[config.mk]
export PLATFORM = sky130hd
export DESIGN_NAME = mmio_sim_monitor
export DESIGN_NICKNAME = d
export VERILOG_FILES = /design/src/rtl/mmio_sim_monitor.sv
export SDC_FILE = /design/constraint.sdc
export NUM_CORES = 1
export LEC_CHECK = 0
export CAP_MARGIN = 20
export CORE_UTILIZATION = 47
export CTS_CLUSTER_DIAMETER = 60
export DETAILED_ROUTE_END_ITERATION = 10
export PLACE_DENSITY = 0.71
export SYNTH_ARGS = -nofsm -noshare
export SYNTH_HDL_FRONTEND = slang
export SYNTH_SLANG_ARGS = --single-unit
[constraint.sdc]
create_clock -name clk -period 6.9 [get_ports clk]
set_input_delay 1.38 -clock clk [delete_from_list [all_inputs] [get_ports clk]]
set_output_delay 1.38 -clock clk [all_outputs]
set_load 0.01 [all_outputs]
[src/rtl/mmio_sim_monitor.sv]
// mmio_sim_monitor
//   MMIO-mapped simulation/board monitor. Provides a sticky halt register with
//   a halt code, NCH byte-console channels (each a DEPTH-entry FIFO drained
//   over ready/valid), and a free-running cycle counter with an abort limit.
//
// Ports
//   clk, rstn                 system clock, asynchronous active-low reset
//   mmio_oe                   access strobe (one cycle per access)
//   mmio_we[3:0]              write iff mmio_we[0], otherwise the access is a read
//   mmio_addr, mmio_wdata     byte address and write data
//   mmio_rdata                registered read data, updated only by reads
//   max_cycle                 abort limit, 0 disables
//   halted, halt_code         sticky halt flag and the data written to HALT
//   abort                     sticky, set once the cycle count passes max_cycle
//   tx_valid/tx_ready/tx_data per-channel FIFO drain, channel c at tx_data[8c+:8]
//
// Map (offset from BASE)
//   0x000 HALT, 0x100+16c TXD[c], 0x104+16c TXS[c], 0x200/0x204 CYC lo/hi
module mmio_sim_monitor #(
  parameter logic [31:0] BASE  = 32'hf0000000,
  parameter int          NCH   = 2,
  parameter int          DEPTH = 16,
  parameter int          CW    = 64
) (
  input  logic             clk,
  input  logic             rstn,
  input  logic             mmio_oe,
  input  logic [3:0]       mmio_we,
  input  logic [31:0]      mmio_addr,
  input  logic [31:0]      mmio_wdata,
  output logic [31:0]      mmio_rdata,
  input  logic [CW-1:0]    max_cycle,
  output logic             halted,
  output logic [31:0]      halt_code,
  output logic             abort,
  output logic [NCH-1:0]   tx_valid,
  input  logic [NCH-1:0]   tx_ready,
  output logic [NCH*8-1:0] tx_data
);

  localparam int PW   = $clog2(DEPTH);
  localparam int CNTW = $clog2(DEPTH + 1);
  localparam logic [CNTW-1:0] FULL_CNT = CNTW'(DEPTH);

  logic [31:0]     off_s;
  logic [3:0]      ch_s;
  logic            wr_s, rd_s, stop_s, ch_ok_s;
  logic            is_halt_s, is_txd_s, is_txs_s, is_cyc_lo_s, is_cyc_hi_s;
  logic [CW-1:0]   cycle_r;
  logic            abort_set_s;
  logic [NCH-1:0]  full_s, ovf_s;
  logic [CNTW-1:0] cnt_s [NCH];
  logic            sel_full_s, sel_ovf_s;
  logic [CNTW-1:0] sel_cnt_s;
  logic [31:0]     rd_val_s;
  logic            unused_s;

  assign unused_s = ^mmio_we[3:1];

  // Address decode relative to the window base.
  assign off_s       = mmio_addr - BASE;
  assign ch_s        = off_s[7:4];
  assign ch_ok_s     = (32'(ch_s) < 32'(NCH));
  assign wr_s        = mmio_oe && mmio_we[0];
  assign rd_s        = mmio_oe && !mmio_we[0];
  assign stop_s      = halted || abort;
  assign is_halt_s   = (off_s == 32'h0000_0000);
  assign is_txd_s    = (off_s[31:8] == 24'h000001) && (off_s[3:0] == 4'h0) && ch_ok_s;
  assign is_txs_s    = (off_s[31:8] == 24'h000001) && (off_s[3:0] == 4'h4) && ch_ok_s;
  assign is_cyc_lo_s = (off_s == 32'h0000_0200);
  assign is_cyc_hi_s = (off_s == 32'h0000_0204);
  assign abort_set_s = (max_cycle != {CW{1'b0}}) && (cycle_r > max_cycle);

  // Per-channel FIFOs. The head byte is registered from the next-state
  // pointers so tx_data is a flop output and is zero at reset.
  for (genvar c = 0; c < NCH; c++) begin : g_ch
    logic [7:0]      mem_r [DEPTH];
    logic [PW-1:0]   rd_ptr_r, wr_ptr_r, rd_nxt_s;
    logic [CNTW-1:0] count_r, count_nxt_s;
    logic            sel_s, push_req_s, push_s, pop_s, valid_r, ovf_r;
    logic [7:0]      head_r, head_nxt_s;

    assign sel_s      = (ch_s == 4'(c));
    assign full_s[c]  = (count_r == FULL_CNT);
    assign pop_s      = valid_r && tx_ready[c];
    assign push_req_s = wr_s && is_txd_s && sel_s && !stop_s;
    // A full FIFO still accepts a push when it pops in the same cycle.
    assign push_s     = push_req_s && (!full_s[c] || pop_s);
    assign rd_nxt_s   = pop_s ? (rd_ptr_r + PW'(1)) : rd_ptr_r;
    assign cnt_s[c]   = count_r;
    assign ovf_s[c]   = ovf_r;
    assign tx_valid[c]       = valid_r;
    assign tx_data[8*c +: 8] = head_r;

    // Occupancy after this cycle's push/pop.
    always_comb begin
      count_nxt_s = count_r;
      case ({push_s, pop_s})
        2'b10:   count_nxt_s = count_r + CNTW'(1);
        2'b01:   count_nxt_s = count_r - CNTW'(1);
        default: count_nxt_s = count_r;
      endcase
    end

    // Next head: the incoming byte when it lands in the head slot, else memory.
    always_comb begin
      head_nxt_s = 8'h00;
      if (count_nxt_s == {CNTW{1'b0}}) begin
        head_nxt_s = 8'h00;
      end else if (push_s && (rd_nxt_s == wr_ptr_r)) begin
        head_nxt_s = mmio_wdata[7:0];
      end else begin
        head_nxt_s = mem_r[rd_nxt_s];
      end
    end

    // FIFO storage; contents are only observed through the head register.
    always_ff @(posedge clk) begin
      if (push_s) mem_r[wr_ptr_r] <= mmio_wdata[7:0];
    end

    // FIFO control state and sticky overflow flag.
    always_ff @(posedge clk or negedge rstn) begin
      if (!rstn) begin
        rd_ptr_r <= {PW{1'b0}};
        wr_ptr_r <= {PW{1'b0}};
        count_r  <= {CNTW{1'b0}};
        valid_r  <= 1'b0;
        head_r   <= 8'h00;
        ovf_r    <= 1'b0;
      end else begin
        rd_ptr_r <= rd_nxt_s;
        if (push_s) wr_ptr_r <= wr_ptr_r + PW'(1);
        count_r  <= count_nxt_s;
        valid_r  <= (count_nxt_s != {CNTW{1'b0}});
        head_r   <= head_nxt_s;
        if (push_req_s && !push_s) ovf_r <= 1'b1;
        else if (wr_s && is_txs_s && sel_s) ovf_r <= 1'b0;
      end
    end
  end

  // Select the addressed channel's status by OR-ing masked per-channel values.
  always_comb begin
    sel_full_s = 1'b0;
    sel_ovf_s  = 1'b0;
    sel_cnt_s  = {CNTW{1'b0}};
    for (int c = 0; c < NCH; c++) begin
      sel_full_s = sel_full_s | (full_s[c] & (ch_s == 4'(c)));
      sel_ovf_s  = sel_ovf_s  | (ovf_s[c]  & (ch_s == 4'(c)));
      sel_cnt_s  = sel_cnt_s  | (cnt_s[c]  & {CNTW{ch_s == 4'(c)}});
    end
  end

  // Read data mux; unmapped offsets and absent channels read as zero.
  always_comb begin
    rd_val_s = 32'h0000_0000;
    if (is_halt_s) begin
      rd_val_s = {31'h0, halted};
    end else if (is_txd_s) begin
      rd_val_s = {31'h0, ~sel_full_s};
    end else if (is_txs_s) begin
      rd_val_s = {16'(sel_cnt_s), 15'h0, sel_ovf_s};
    end else if (is_cyc_lo_s) begin
      rd_val_s = cycle_r[31:0];
    end else if (is_cyc_hi_s) begin
      rd_val_s = 32'(cycle_r[CW-1:32]);
    end else begin
      rd_val_s = 32'h0000_0000;
    end
  end

  // Registered read data, held between reads.
  always_ff @(posedge clk or negedge rstn) begin
    if (!rstn) mmio_rdata <= 32'h0000_0000;
    else if (rd_s) mmio_rdata <= rd_val_s;
  end

  // Halt register; frozen once halted or aborted.
  always_ff @(posedge clk or negedge rstn) begin
    if (!rstn) begin
      halted    <= 1'b0;
      halt_code <= 32'h0000_0000;
    end else if (wr_s && is_halt_s && !stop_s) begin
      halted    <= 1'b1;
      halt_code <= mmio_wdata;
    end
  end

  // Saturating cycle counter and sticky abort.
  always_ff @(posedge clk or negedge rstn) begin
    if (!rstn) begin
      cycle_r <= {CW{1'b0}};
      abort   <= 1'b0;
    end else begin
      if (abort_set_s) abort <= 1'b1;
      if (!stop_s && (cycle_r != {CW{1'b1}})) cycle_r <= cycle_r + CW'(1);
    end
  end

endmodule
; Word level (Yosys, flattened, before mapping)
; Memories as Yosys holds them, arrays and structs flattened.
; Index checks and enable logic that the tools add are counted.
[word_totals]
elab_cells = 121
in_bits = 137
latchBits = 0
regBits = 176
mem_bits_rw = 256
rom_bits = 0
n_memories = 2
[mem_list]
columns = name, words, word_bits, read_ports, rd_ports_with_merged_regs, wr, line
row1 = g_ch[0].mem_r, 16, 8, 1, 0, 1, 77  ; logic [7:0] mem_r [DEPTH];
row2 = g_ch[1].mem_r, 16, 8, 1, 0, 1, 77
[classes]
div = 0
magnitude_cmp = 2
n_reduce_logical = 45
n_mux = 21
shifts = 0
eq_ne = 14
n_addsub = 10
bitwise = 10
mul = 0
[ops]
columns = cell, n
row1 = two-way mux 32 bit, 5
row2 = "adder 64 x 1 -> 64 bit, second input constant", 1
row3 = "equality test 32 x 10 -> 1 bit, second input constant", 2
row4 = > comparator 64 bit, 1
row5 = "inequality test 64 bit, second input constant", 1
row6 = nonzero test 64 bit, 1
row7 = logical NOT 32 bit, 1
row8 = two-way mux 8 bit, 4
row9 = "subtractor 32 bit, second input constant", 1
row10 = logical AND 1 bit, 26
row11 = "equality test 24 x 1 -> 1 bit, second input constant", 1
row12 = case mux 5 bit (2 select lines), 2
row13 = "adder 4 x 1 -> 4 bit, second input constant", 4
row14 = "adder 5 x 1 -> 5 bit, second input constant", 2
row15 = bitwise AND 5 bit, 2
row16 = "equality test 5 bit, second input constant", 2
row17 = logical NOT 5 bit, 2
row18 = nonzero test 5 bit, 2
row19 = "subtractor 5 x 1 -> 5 bit, second input constant", 2
row20 = equality test 4 bit, 2
row21 = logical NOT 4 bit, 2
row22 = two-way mux 1 bit, 8
row23 = two-way mux 4 bit, 2
row24 = logical NOT 1 bit, 6
row25 = other kinds (11), 20

; Depth between registers and ports, before layout
[depth]
word_depth = 12
depth_mapped = 17
ltp_nobuf = 14

; Least setup slack after synthesis
; Ideal clock, no wire load.
[synth_timing]
kind = input to register
from = input port mmio_addr[14]
to = register g_ch[1].head_r[0]
path_slack_ns = 2.109
setup_ns = 0.123
t_required_ns = 6.777
path_stages = 16
arrival_ns = 4.669
path_cell_list = nor4_1 > nand4_1 > nor4b_4 > and3b_1 > buf_4 > inv_1 > ha_1 > fa_1 > a21o_1 > a21oi_1 > xor2_1 > nor2_1 > xor2_1 > or3_1 > clkbuf_1 > o221a_2
[synth_via]
elab_chain_len = 12
[synth_lines]
columns = item, line
row1 = "start, declared", 29  ; input logic [31:0] mmio_addr,
row2 = subtractor 32 bit (*), 61  ; assign off_s = mmio_addr - BASE;
row3 = equality test 24 x 1 -> 1 bit (*), 68  ; assign is_txd_s = (off_s[31:8] == 24'h000001) && (off_s[3:0] == 4'h0) && ch_ok_s;
row4 = logical AND 1 bit (*) (2 in a row), 68
row5 = logical AND 1 bit (*) (3 in a row), 86  ; assign push_req_s = wr_s && is_txd_s && sel_s && !stop_s;
row6 = logical AND 1 bit (*), 88  ; assign push_s = push_req_s && (!full_s[c] || pop_s);
row7 = equality test 2 x 1 -> 1 bit / equality test 2 bit (equally long branches), 98  ; case ({push_s, pop_s})
row8 = case mux 5 bit (2 select lines) (*), 98
row9 = via g_ch[1].count_nxt_s[4], 79  ; logic [CNTW-1:0] count_r, count_nxt_s;
row10 = logical NOT 5 bit (*), 108  ; if (count_nxt_s == {CNTW{1'b0}}) begin
row11 = two-way mux 8 bit (*), 108
row12 = via g_ch[1].head_nxt_s[0], 81  ; logic [7:0] head_r, head_nxt_s;
row13 = "end signal, assigned", 136  ; head_r <= head_nxt_s;
row14 = "end, declared", 81
; The timed path passes the listed nets; every way through them passes the cells marked *.
; A chain may end at the register's enable or synchronous reset.

; Worst setup path after layout
[layout_timing]
from = input port mmio_addr[13]
to = register g_ch[1].head_r[2]
; The elaborated chain is that of the path after synthesis.

==> impl_metrics.py <==
metrics = {
    "sta": {
        "worst_pin_slew_ps": 1150,
        "min_period_over_period_pct": 80.5,
        "hold_violations": 0,
        "finalClockSkew_ps": 17.7,
        "max_slew_margin_pct": 23.5,
        "max_freq_mhz": 180,
        "post-route-min-period_ps": 5560,
        "finalSetupViolCount": 0,
        "tns_ps": 0,
        "rsz0062_at_grt": "no",
        "final_max_slew_viol_count": 0,
    },
    "power": {
        "p_per_area_mw_per_mm2": 228,
        "ir_worst_vdd_v": 0.000222,
        "p_total_mw": 5.91,
        "leakage_nw": 10.9,
    },
    "routing": {
        "drc": 0,
        "vias": 15100,
        "wirelength_um": 54600,
        "drt_first_pass_iters": 6,
        "wire_per_inst_um": 20.9,
        "via_per_inst": 5.78,
        "first_iter_violations": 1374,
        "antenna_left": 0,
    },
    "global_routing": {
        "grt_pass1_vias": 15300,
        "gr-total-overflow": 0,
        "antenna_found_initial": 3,
        "use_met1_pct": 31.2,
        "grt.met2_usage_pct": 39.3,
        "gr-usage-met3_pct": 4.53,
        "grt_pass1_wl_um": 85500,
        "track_usage_pct": 23.5,
        "grt-busiest-layer": "met2",
        "grt_max_degree": 80,
    },
    "cells_and_area": {
        "final-seq-area_mm2": 0.0121,
        "drive_above_1_share_pct": 10.1,
        "syn_to_final_growth_pct": 19.9,
        "fin_nets": 2198,
        "diodes": 0,
        "fillers": 3725,
        "multi_input_area_mm2": 0.00884,
    },
    "worst_setup_path": {
        "r2r-end": "g_ch[1].head_r[2]$_DFF_PN0_",
        "worstPathArrival_ps": 6000,
        "criticalPathCategory": "input port to flop",
        "cpMostUsedCell": "xor2_1",
        "required_ps": 7340,
        "crit_chain": "clkdlybuf4s50_1 -> nor4_1 -> nand4_1 -> nor4b_4 -> and3b_1 -> inv_1 -> ha_1 -> fa_1 -> a21o_1 -> a21oi_1 -> xor2_1 -> nor2_1 -> xor2_1 -> or3_1 -> o221a_2",
        "crit_family": "simple AND/OR/NAND/NOR gates",
        "ff2ff_path_depth": 14,
        "critPathBufInv": 2,
        "crit_fanout": 10,
        "cpMaxStageDelayCell": "or3_1",
        "worstSetupEndpointType": "flop",
        "r2r-start": "abort$_DFFE_PN0P_",
        "critical_path.max_stage_delay_ps": 590,
        "startpoint_type": "input port",
        "rrSetupSlack_ps": 2540,
    },
    "place": {
        "gp_congestion": 0.896,
        "hpwl_um": 38100,
        "portBuffers": 217,
    },
    "yosys": {
        "synth_edf_count": 256,
        "syn_area_mm2": 0.0217,
        "ys_seq_area_share_pct": 55.8,
        "avgSynthCellArea_um2": 12.3,
        "ys_ff_latch": 432,
        "async_flop_share_pct": 40.7,
        "synth.distinct_cells": 85,
        "synth_ff_type": "edfxtp_1",
        "synth_top_area_share_pct": 35.5,
        "ys_top_cells_by_area": "edfxtp_1 (35%), dfrtp_1 (20%), ha_1 (4.7%)",
        "synthCells": 1765,
        "ys_warn_count": 0,
        "yosysTopAreaCell": "edfxtp_1",
        "syn_nets": 1985,
    },
    "floorplanning": {
        "die_w_um": 217,
        "die_area_mm2": 0.0470,
        "die_h_um": 217,
        "io-pin-count": 221,
        "core_mm2": 0.0455,
        "rows": 78,
        "initial_utilization_pct": 47.7,
    },
    "min_path": {
        "hp-start": "mmio_rdata[16]$_DFFE_PN0P_",
        "hold_path_end": "mmio_rdata[16]$_DFFE_PN0P_",
        "worstHoldPathCells": 2,
        "hp-class": "flop to flop",
    },
    "clock_tree": {
        "cts_num_sinks": 432,
        "cts_tree": "built",
        "cts-root-buf": "clkbuf_16",
        "postCtsSetupBuffers": 0,
        "cts_buffers": 45,
        "clk_path_buf_depth": 3,
        "post_cts_resized": 0,
        "clkTransAtPathRegs_ps": 60,
        "h-tree-depth": 2,
        "clk_latency_ps": 560,
        "hold_buffers": 0,
    },
    "run_status": {
        "status": "finished clean",
    },
    "run": {
        "drv_cap": 0,
    },
}
cell usage in the layout, fill, tap and decap left out, types with 10 or more instances in the layout:
cell and n:
nand4_1 38, nand2_1 123, nor2_1 57, and2_1 28, inv_1 89, nand2b_1 13
o21ai_0 67, nor4_1 27, clkbuf_1 10, a21oi_1 68, clkbuf_16 45, nor2b_1 49
nand3_1 70, mux2i_1 98, clkdlybuf4s50_1 216, mux2_4 10, a211oi_1 40, xnor2_1 52
ha_1 82, nor3_1 36, mux2_1 19, xor2_1 37, dfrtp_1 175, buf_4 28
and3_1 16, mux2_2 24, and4_1 14, edfxtp_1 256, a21o_1 32, mux4_2 24
a22oi_1 38
logic make-up after synthesis:
group | count (synthesis) | synth area share [%]
fa+ha+maj | 83 | 4.83
xor+xnor | 92 | 3.79
buf+inv | 173 | 3.50
simple gates | 509 | 13.0
mux | 176 | 10.0
compound gates | 300 | 9.09
flops | 432 | 55.8
flip-flops by register name, indices dropped and copies added, names as in the netlist:
signal / flops
g_ch.rd_ptr_r: 8
g_ch.count_r: 10
g_ch.mem_r: 256
cycle_r: 64
abort: 1
g_ch.wr_ptr_r: 8
halt_code: 32
g_ch.valid_r: 2
mmio_rdata: 32
g_ch.ovf_r: 2
g_ch.head_r: 16
halted: 1
area by class of cell:
class / count / area share [%]
clock buffers: 61 / 4.79
clock inverters: 21 / 1.24
inverters: 92 / 1.33
multi-input cells: 1160 / 34.0
flip-flops and latches: 432 / 46.5
well taps: 600 / 2.89
repair buffers: 247 / 9.22
worst reg2reg max path, cell delays in order, from the launching register on:
cell,delay [ps]
dfrtp_1,470
nor2_1,370
nand3_1,180
nor2_1,150
and3b_1,460
inv_1,180
ha_1,330
fa_1,440
a21o_1,200
a21oi_1,220
xor2_1,180
nor2_1,70
xor2_1,160
or3_1,590
o221a_2,240
layer usage:
layer	vias up	part of all wire, %
met4	6	2.3
met2	549	48
met3	95	6.9
met5	-	0.075
met1	7472	43
li1	6990	-
cells in the mapped netlist, types with 16 or more instances:
library cell,count
nand3_1,70
and3_1,16
xnor2_1,53
edfxtp_1,256
buf_2,16
a211oi_1,40
mux2_2,24
a22oi_1,38
clkbuf_1,38
ha_1,82
inv_1,89
mux2_1,19
nor3_1,36
nand2_1,123
mux4_2,24
dfrtp_1,176
nor2_1,57
nor2b_1,49
xor2_1,37
and2_1,28
a21oi_1,68
mux2i_1,98
nand4_1,38
nor4_1,27
o21ai_0,67
a21o_1,32
per-stage QoR:
stage / setup WS [ps] / instance area [um^2] / instances / hold slack [ps] / util (%)
2_1_floorplan: 2110 / 21700 / 1765 / 460 / -
3_3_place_gp: 942 / 24400 / 2529 / 467 / 53.7
3_5_place_dp: 765 / 24400 / 2530 / 477 / 53.7
4_1_cts: 1360 / 26000 / 2612 / 492 / 57.1
5_1_grt: 1060 / 26000 / 2613 / 511 / 57.2
6_report: 1340 / 26000 / 2613 / 487 / 57.2
power by group:
group / internal (mW) / switching, mW
Clock: 1.54 / 1.01
Combinational: 0.264 / 0.326
Sequential: 2.75 / 0.0170
worst max-delay path by stage:
stage                              from  slack (ps)  cells after the start                     endpoint
after detailed placement  mmio_addr[13]         770                     15  g_ch[1].head_r[2]$_DFF_PN0_
final                     mmio_addr[13]        1340                     15  g_ch[1].head_r[2]$_DFF_PN0_
after global routing      mmio_addr[13]        1060                     15  g_ch[1].head_r[5]$_DFF_PN0_
after global placement    mmio_addr[13]         940                     15  g_ch[1].head_r[3]$_DFF_PN0_
after floorplan           mmio_addr[14]        2110                     16  g_ch[1].head_r[0]$_DFF_PN0_
after CTS                 mmio_addr[13]        1360                     15  g_ch[1].head_r[2]$_DFF_PN0_
Power figures use the tool's default switching activity.
